### src/rtl/barrel_shifter32_if.sv
// barrel_shifter32_if: operand/result bundle for the 32-bit shift unit.
// The master drives operands; the slave (the shifter) returns the result.
interface barrel_shifter32_if;
    logic        in_valid;
    logic [31:0] a;
    logic [5:0]  b;
    logic [2:0]  aluc;
    logic        out_valid;
    logic [31:0] c;

    modport master (output in_valid, a, b, aluc, input out_valid, c);
    modport slave  (input in_valid, a, b, aluc, output out_valid, c);
endinterface

### src/rtl/barrel_shifter32.sv
// barrel_shifter32: registered 32-bit SRA/SRL/SLL shifter, 5-stage log mux
// network, one cycle latency, one result per cycle.
// Optional macro BARRELSHIFTER32_OVERSHIFT_EN: b[5] forces an amount >= 32.
module barrel_shifter32 (
    input  logic               clk,
    input  logic               rst_n,
    barrel_shifter32_if.slave  bus
);
    localparam int STAGES = 5;

    logic              is_left;
    logic              fill;
    logic [31:0]       src;
    logic [31:0]       net_out;
    logic [31:0]       shift_res;
    logic [STAGES:0][31:0] stage;

    // Left shifts reuse the right-shift network on a bit-reversed operand.
    assign is_left = bus.aluc[1];
    assign fill    = (bus.aluc[1:0] == 2'b00) ? bus.a[31] : 1'b0;

    // Bit-reverse the operand on the way in for left shifts.
    always_comb begin
        src = bus.a;
        if (is_left) begin
            for (int i = 0; i < 32; i++) src[i] = bus.a[31-i];
        end
    end

    assign stage[0] = src;

    // Stage i shifts right by 2**i when b[i] is set, injecting the fill bit.
    generate
        for (genvar i = 0; i < STAGES; i++) begin : g_stage
            localparam int SH = 1 << i;
            assign stage[i+1] = bus.b[i] ? {{SH{fill}}, stage[i][31:SH]} : stage[i];
        end
    endgenerate

    // Undo the input reversal for left shifts.
    always_comb begin
        net_out = stage[STAGES];
        if (is_left) begin
            for (int i = 0; i < 32; i++) net_out[i] = stage[STAGES][31-i];
        end
    end

`ifdef BARRELSHIFTER32_OVERSHIFT_EN
    // Overshift saturates: everything shifted out, only SRA sign fill remains.
    logic unused_aluc2;
    assign unused_aluc2 = bus.aluc[2];
    assign shift_res = bus.b[5] ? {32{fill}} : net_out;
`else
    // Distance is modulo 32; b[5] and aluc[2] play no part.
    logic unused_bits;
    assign unused_bits = ^{bus.b[5], bus.aluc[2]};
    assign shift_res = net_out;
`endif

    // Result register: capture on in_valid, hold otherwise; valid tracks in_valid.
    always_ff @(posedge clk or negedge rst_n) begin
        if (!rst_n) begin
            bus.c         <= 32'h0000_0000;
            bus.out_valid <= 1'b0;
        end else begin
            bus.out_valid <= bus.in_valid;
            if (bus.in_valid) bus.c <= shift_res;
        end
    end
endmodule

### src/flat_wrapper.sv
// flat-port wrapper written by rule: the top's interface ports become plain ports
module barrel_shifter32_flat 
  (clk, rst_n, bus_in_valid, bus_a, bus_b, bus_aluc, bus_out_valid, bus_c);
  barrel_shifter32_if bus_i ();
  input  logic clk;
  input  logic rst_n;
  input wire logic [$bits(bus_i.in_valid)-1:0] bus_in_valid;
  input wire logic [$bits(bus_i.a)-1:0] bus_a;
  input wire logic [$bits(bus_i.b)-1:0] bus_b;
  input wire logic [$bits(bus_i.aluc)-1:0] bus_aluc;
  output wire logic [$bits(bus_i.out_valid)-1:0] bus_out_valid;
  output wire logic [$bits(bus_i.c)-1:0] bus_c;
  assign bus_i.in_valid = bus_in_valid;
  assign bus_i.a = bus_a;
  assign bus_i.b = bus_b;
  assign bus_i.aluc = bus_aluc;
  assign bus_out_valid = bus_i.out_valid;
  assign bus_c = bus_i.c;
  barrel_shifter32 u_core (.clk(clk), .rst_n(rst_n), .bus(bus_i));
endmodule
### config.mk
export PLATFORM = sky130hd
export DESIGN_NAME = barrel_shifter32_flat
export DESIGN_NICKNAME = d
export VERILOG_FILES = /design/src/rtl/barrel_shifter32_if.sv /design/src/rtl/barrel_shifter32.sv /design/src/flat_wrapper.sv
export SDC_FILE = /design/constraint.sdc
export NUM_CORES = 1
export LEC_CHECK = 0
export CAP_MARGIN = 10
export CORE_MARGIN = 3
export CORE_UTILIZATION = 53
export CTS_CLUSTER_SIZE = 8
export DETAILED_ROUTE_END_ITERATION = 8
export PLACE_DENSITY_LB_ADDON = 0.3
export SLEW_MARGIN = 15
export SYNTH_ARGS = -nofsm -noshare
export SYNTH_HDL_FRONTEND = slang
export SYNTH_SLANG_ARGS = --single-unit
### constraint.sdc
create_clock -name clk -period 1.8 [get_ports clk]
set_input_delay 0.54 -clock clk [delete_from_list [all_inputs] [get_ports clk]]
set_output_delay 0.54 -clock clk [all_outputs]
set_load 0.05 [all_outputs]
==> results.ini, run 1 <==
[outcome]
status = stopped before the end
stop_stage = 5_1_grt
tool.error = [ERROR GRT-0116] Global routing finished with congestion. Check the congestion regions in the DRC Viewer.

[logic_synthesis]
synth_top_area_share_pct = 18.47
synth_area_mm2 = 0.004471
ys.flop_type = dfrtp_1
syn_area_per_cell_um2 = 8.419
synth-seq-area-share_pct = 18.47
ys_warn_count = 0
synth_cell_types = 63
syn_nets = 575
synth_edf_count = 0
synth.largest_area_cell = dfrtp_1
synth.area.top_cells = dfrtp_1 18%, mux4_2 12%, mux2i_1 11%
async_reset_ff_share_pct = 100.0
synth-seq-cells = 33
synthCells = 531

[clock_network]
clockRootBuffer = clkbuf_8
cts_made_buffers = 5
cts.sinks = 33
htree_levels = 2
cts.path.max_buffers = 2

[global_routing]
grt_pass1_wl_mm = 54.24
first_global_vias = 8384
overflow = 92
grt_max_degree = 34
track_usage_pct = 73.71

[placed_design]
post-dp-hpwl_mm = 16.91
numPortBuffers = 74
dp_cells = 840
gp_congestion = 1.202

[floorplanning]
ioPinCount = 77
initial_core_util_pct = 56.11
dieHeight_um = 97.84
rows = 32
die_x_um = 97.84

cells in the mapped netlist (6+ instances only):
master and n:
nor2_1 51, and2_1 11, o21ai_0 23, dfrtp_1 33, clkbuf_1 30, a211oi_1 10, a22oi_1 13, mux2i_1 48
nor2b_1 6, inv_1 10, o22ai_1 12, o211ai_1 13, mux4_2 23, a31oi_1 8, mux2_2 26, a32oi_1 9
o221ai_1 9, nand2_1 43, a221o_1 10, a21oi_1 30, or2_2 6, buf_2 8, nor3_1 13
logic make-up after synthesis:
family,share of synthesized area [%]
AOI/OAI and AO/OA,29.02
and+or+nand+nor,15.56
muxes,29.72
buffers and inverters,7.025
DFF,18.47
xor gates and xnor gates,0.1959
layer usage:
metal  GRT overflow  GRT usage [%]
met1              1          75.04
met2             38          90.10
met3              3          56.71
met4             50          76.25
met5              0          7.692
metrics by stage:
step / cell area (µm²) / worst slack, ns / utilization (%)
after floorplan: 4627 / -0.6441 / -
after global placement: 6918 / -1.026 / 86.82
after detailed placement: 6918 / -1.090 / 86.82
after CTS: 7711 / -0.4683 / 96.78
timing repair:
| item | 4_1_cts |
|---|---|
| setup endpoints to repair | 32 |
| pin swaps | 50 |
| setup buffers | 10 |
| cloned | 4 |
| hold buffers | 0 |
| resized for setup | 211 |
==> run 2, diff against run 1 <==
- CORE_UTILIZATION: 53 -> 38
- CTS_CLUSTER_SIZE: 8 -> not set
- PLACE_DENSITY_LB_ADDON: 0.3 -> 0.15
==> run 2 against run 1 <==
The flow now finishes, with violations (setup timing). Synthesized area unchanged. Synthesized cell count unchanged.
==> results.ini, run 2 <==
[outcome]
status = complete, but fails checks
violations = setup timing

[logic_synthesis]
synth-seq-area-share_pct = 18.47
synth_edf_count = 0
synth-seq-cells = 33
yosysMostFrequentCell = nor2_1
synth_common_cells = 51 x nor2_1, 48 x mux2i_1, 43 x nand2_1
synth_cell_types = 63
synth.area.top_cells = dfrtp_1 18%, mux4_2 12%, mux2i_1 11%
syn_area_per_cell_um2 = 8.419
ys_warn_count = 0
synth.largest_area_cell = dfrtp_1
synth_area_mm2 = 0.004471
synth_top_area_share_pct = 18.47
ys.flop_type = dfrtp_1
syn_nets = 575
async_reset_ff_share_pct = 100.0
synthCells = 531

[hold_path]
hold-path-endpoint = u_core.bus.c[9]
hold_depth = 2
hold_class = reg -> reg
worstHoldStart = u_core.bus.c[9]

[timing]
tightest_slew_ns = 0.5299
fin_crit_ns = 2.376
setup_violations = 32
period_share_pct = 132.0
setup_ws_ns = -0.5755
final_hold_viol_count = 0
rsz0062_at_grt = yes
fmax_mhz = 421.0
finClkSkew_ns = 0
slew_violations = 0
slew_headroom_pct = 63.66
hold_ws_ns = 0.5731
final.setup.tns_ns = -14.78

[floorplanning]
core_mm2 = 0.01117
die_x_um = 114.5
dieHeight_um = 114.5
rows = 38
die_area_mm2 = 0.01310
ioPinCount = 77
initial_core_util_pct = 40.01

[global_routing]
antenna_found_initial = 0
track_usage_pct = 33.22
grt_max_degree = 34
first_global_vias = 5844
overflow = 0
grt_pass1_wl_mm = 33.53

[worst_setup_path]
critPathArrivalTime_ns = 2.54
critPathCaptureType = flop
crit_fanout = 6
crit_required_ns = 1.97
ff2ff_path_depth = 1
crit-reg2reg-launch = u_core.bus.c[28]
cp-start-kind = input pin
r2r-end = u_core.bus.c[28]
rrSetupSlack_ns = 0.89
critPathKind = in -> reg

[finish]
antennaDiodeCount = 0
reg_top3 = u_core.bus.c x32, u_core.bus.out_valid x1
num-fill-cells = 839
largest_reg_flops = 32
seqCellArea_um2 = 825.8
nNetsFinal = 825
multi_input_area_mm2 = 0.004093
finish.utilization_pct = 74.04
final_common_cell = buf_4
fin_area_mm2 = 0.008273
top_register = u_core.bus.c
drive_gt1_share_pct = 56.27
syn2layout_area_growth_pct = 85.05
mostFrequentLayoutCells = 184 x buf_4, 43 x nor2_1, 42 x buf_12

[placed_design]
post-dp-hpwl_mm = 16.76
place_ws_ns = -1.149
numPortBuffers = 74
gp_congestion = 1.031
dpl_cell_area_mm2 = 0.007061

[clock_network]
clkTransAtPathRegs_ns = 0.06
hold_buffers = 0
cts.path.max_buffers = 2
cts_made_buffers = 5
clock_latency_ns = 0.28
cts.sinks = 33
htree_levels = 2
clockRootBuffer = clkbuf_16
cts_tree = built

[pwr]
swShare_pct = 39.33
sequentialPowerShare_pct = 18.7
p_sw_mw = 2.039
power_density_mw_per_mm2 = 626.7
combPwrFrac_pct = 59.5
p_leak_nw = 3.553
p_clk_share_pct = 21.8
ir_worst_vdd_mv = 0.7108
power.internal_mw = 3.146

[routing]
post_drt_wl_per_cell_um = 24.30
finalWirelength_mm = 22.41
ant_nets = 0
vias_per_cell = 6.371
firstDrtPassIters = 7
drt_iter0_markers = 636
vias = 5874
drc = 0

[flow_run]
drv_cap = 0

run 2: cell counts after synthesis:
Identical to the previous run, type by type.
run 2: logic make-up after synthesis:
logic type / share of synthesized area, %
mux: 29.72
xor+xnor: 0.1959
simple gates: 15.56
buf+inv: 7.025
flops: 18.47
compound gates: 29.02
run 2: layout make-up:
cell class,instances,share of cell area [%]
repair buffers,294,35.54
inverters,13,0.5898
clock buffers,5,1.512
well taps,140,2.117
multi-input cells,434,49.47
clock inverters,3,0.7864
flip-flops and latches,33,9.982
run 2: worst max-delay path, stage by stage:
cell and delay, ns:
buf_12 0.11, buf_12 0.12, mux4_2 0.58, mux2_4 0.33, o21ai_2 0.16, o221ai_2 0.12
a32o_2 0.26, a221o_1 0.30
run 2: power by group through the flow:
| stage | logic, mW | registers [mW] | clock network, mW |
|---|---|---|---|
| global route | 3.21 | 0.984 | 1.19 |
| CTS | 2.85 | 0.972 | 1.14 |
| global placement | 2.59 | 0.980 | 0 |
| floorplan | 0.941 | 1.29 | 0 |
| detailed placement | 2.61 | 0.983 | 0 |
| finish | 3.08 | 0.972 | 1.13 |
run 2: worst max path at each step:
stage                            from          endpoint  slack [ns]
after global placement       bus_b[2]   u_core.bus.c[1]       -1.13
after floorplan              bus_b[0]  u_core.bus.c[17]       -0.64
final                     bus_aluc[1]  u_core.bus.c[27]       -0.58
after CTS                 bus_aluc[1]   u_core.bus.c[4]       -0.52
after detailed placement     bus_b[2]   u_core.bus.c[1]       -1.15
after global routing      bus_aluc[1]   u_core.bus.c[4]       -0.61
run 2: stage by stage:
| stage | std cells | total power [mW] |
|---|---|---|
| after floorplan | 531 | 2.231 |
| after detailed placement | 884 | 3.596 |
| after global routing | 922 | 5.387 |
| final | 922 | 5.185 |
| after global placement | 884 | 3.569 |
| after CTS | 916 | 4.956 |
run 2: per-layer routing:
layer,routed length (µm),global-route usage (%),vias up
li1,-,-,2596
met1,9399,45.83,2884
met2,10180,51.57,332
met3,2189,9.355,62
met4,636,7.838,0
met5,0,0,-
run 2: what timing repair did:
item                       4_1_cts  5_1_grt
pin swaps                       55       41
cloned                           2        1
gates resized for setup        175       72
buffers inserted                25        7
setup endpoints to repair       32       32
(Power assumes the default switching activity.)
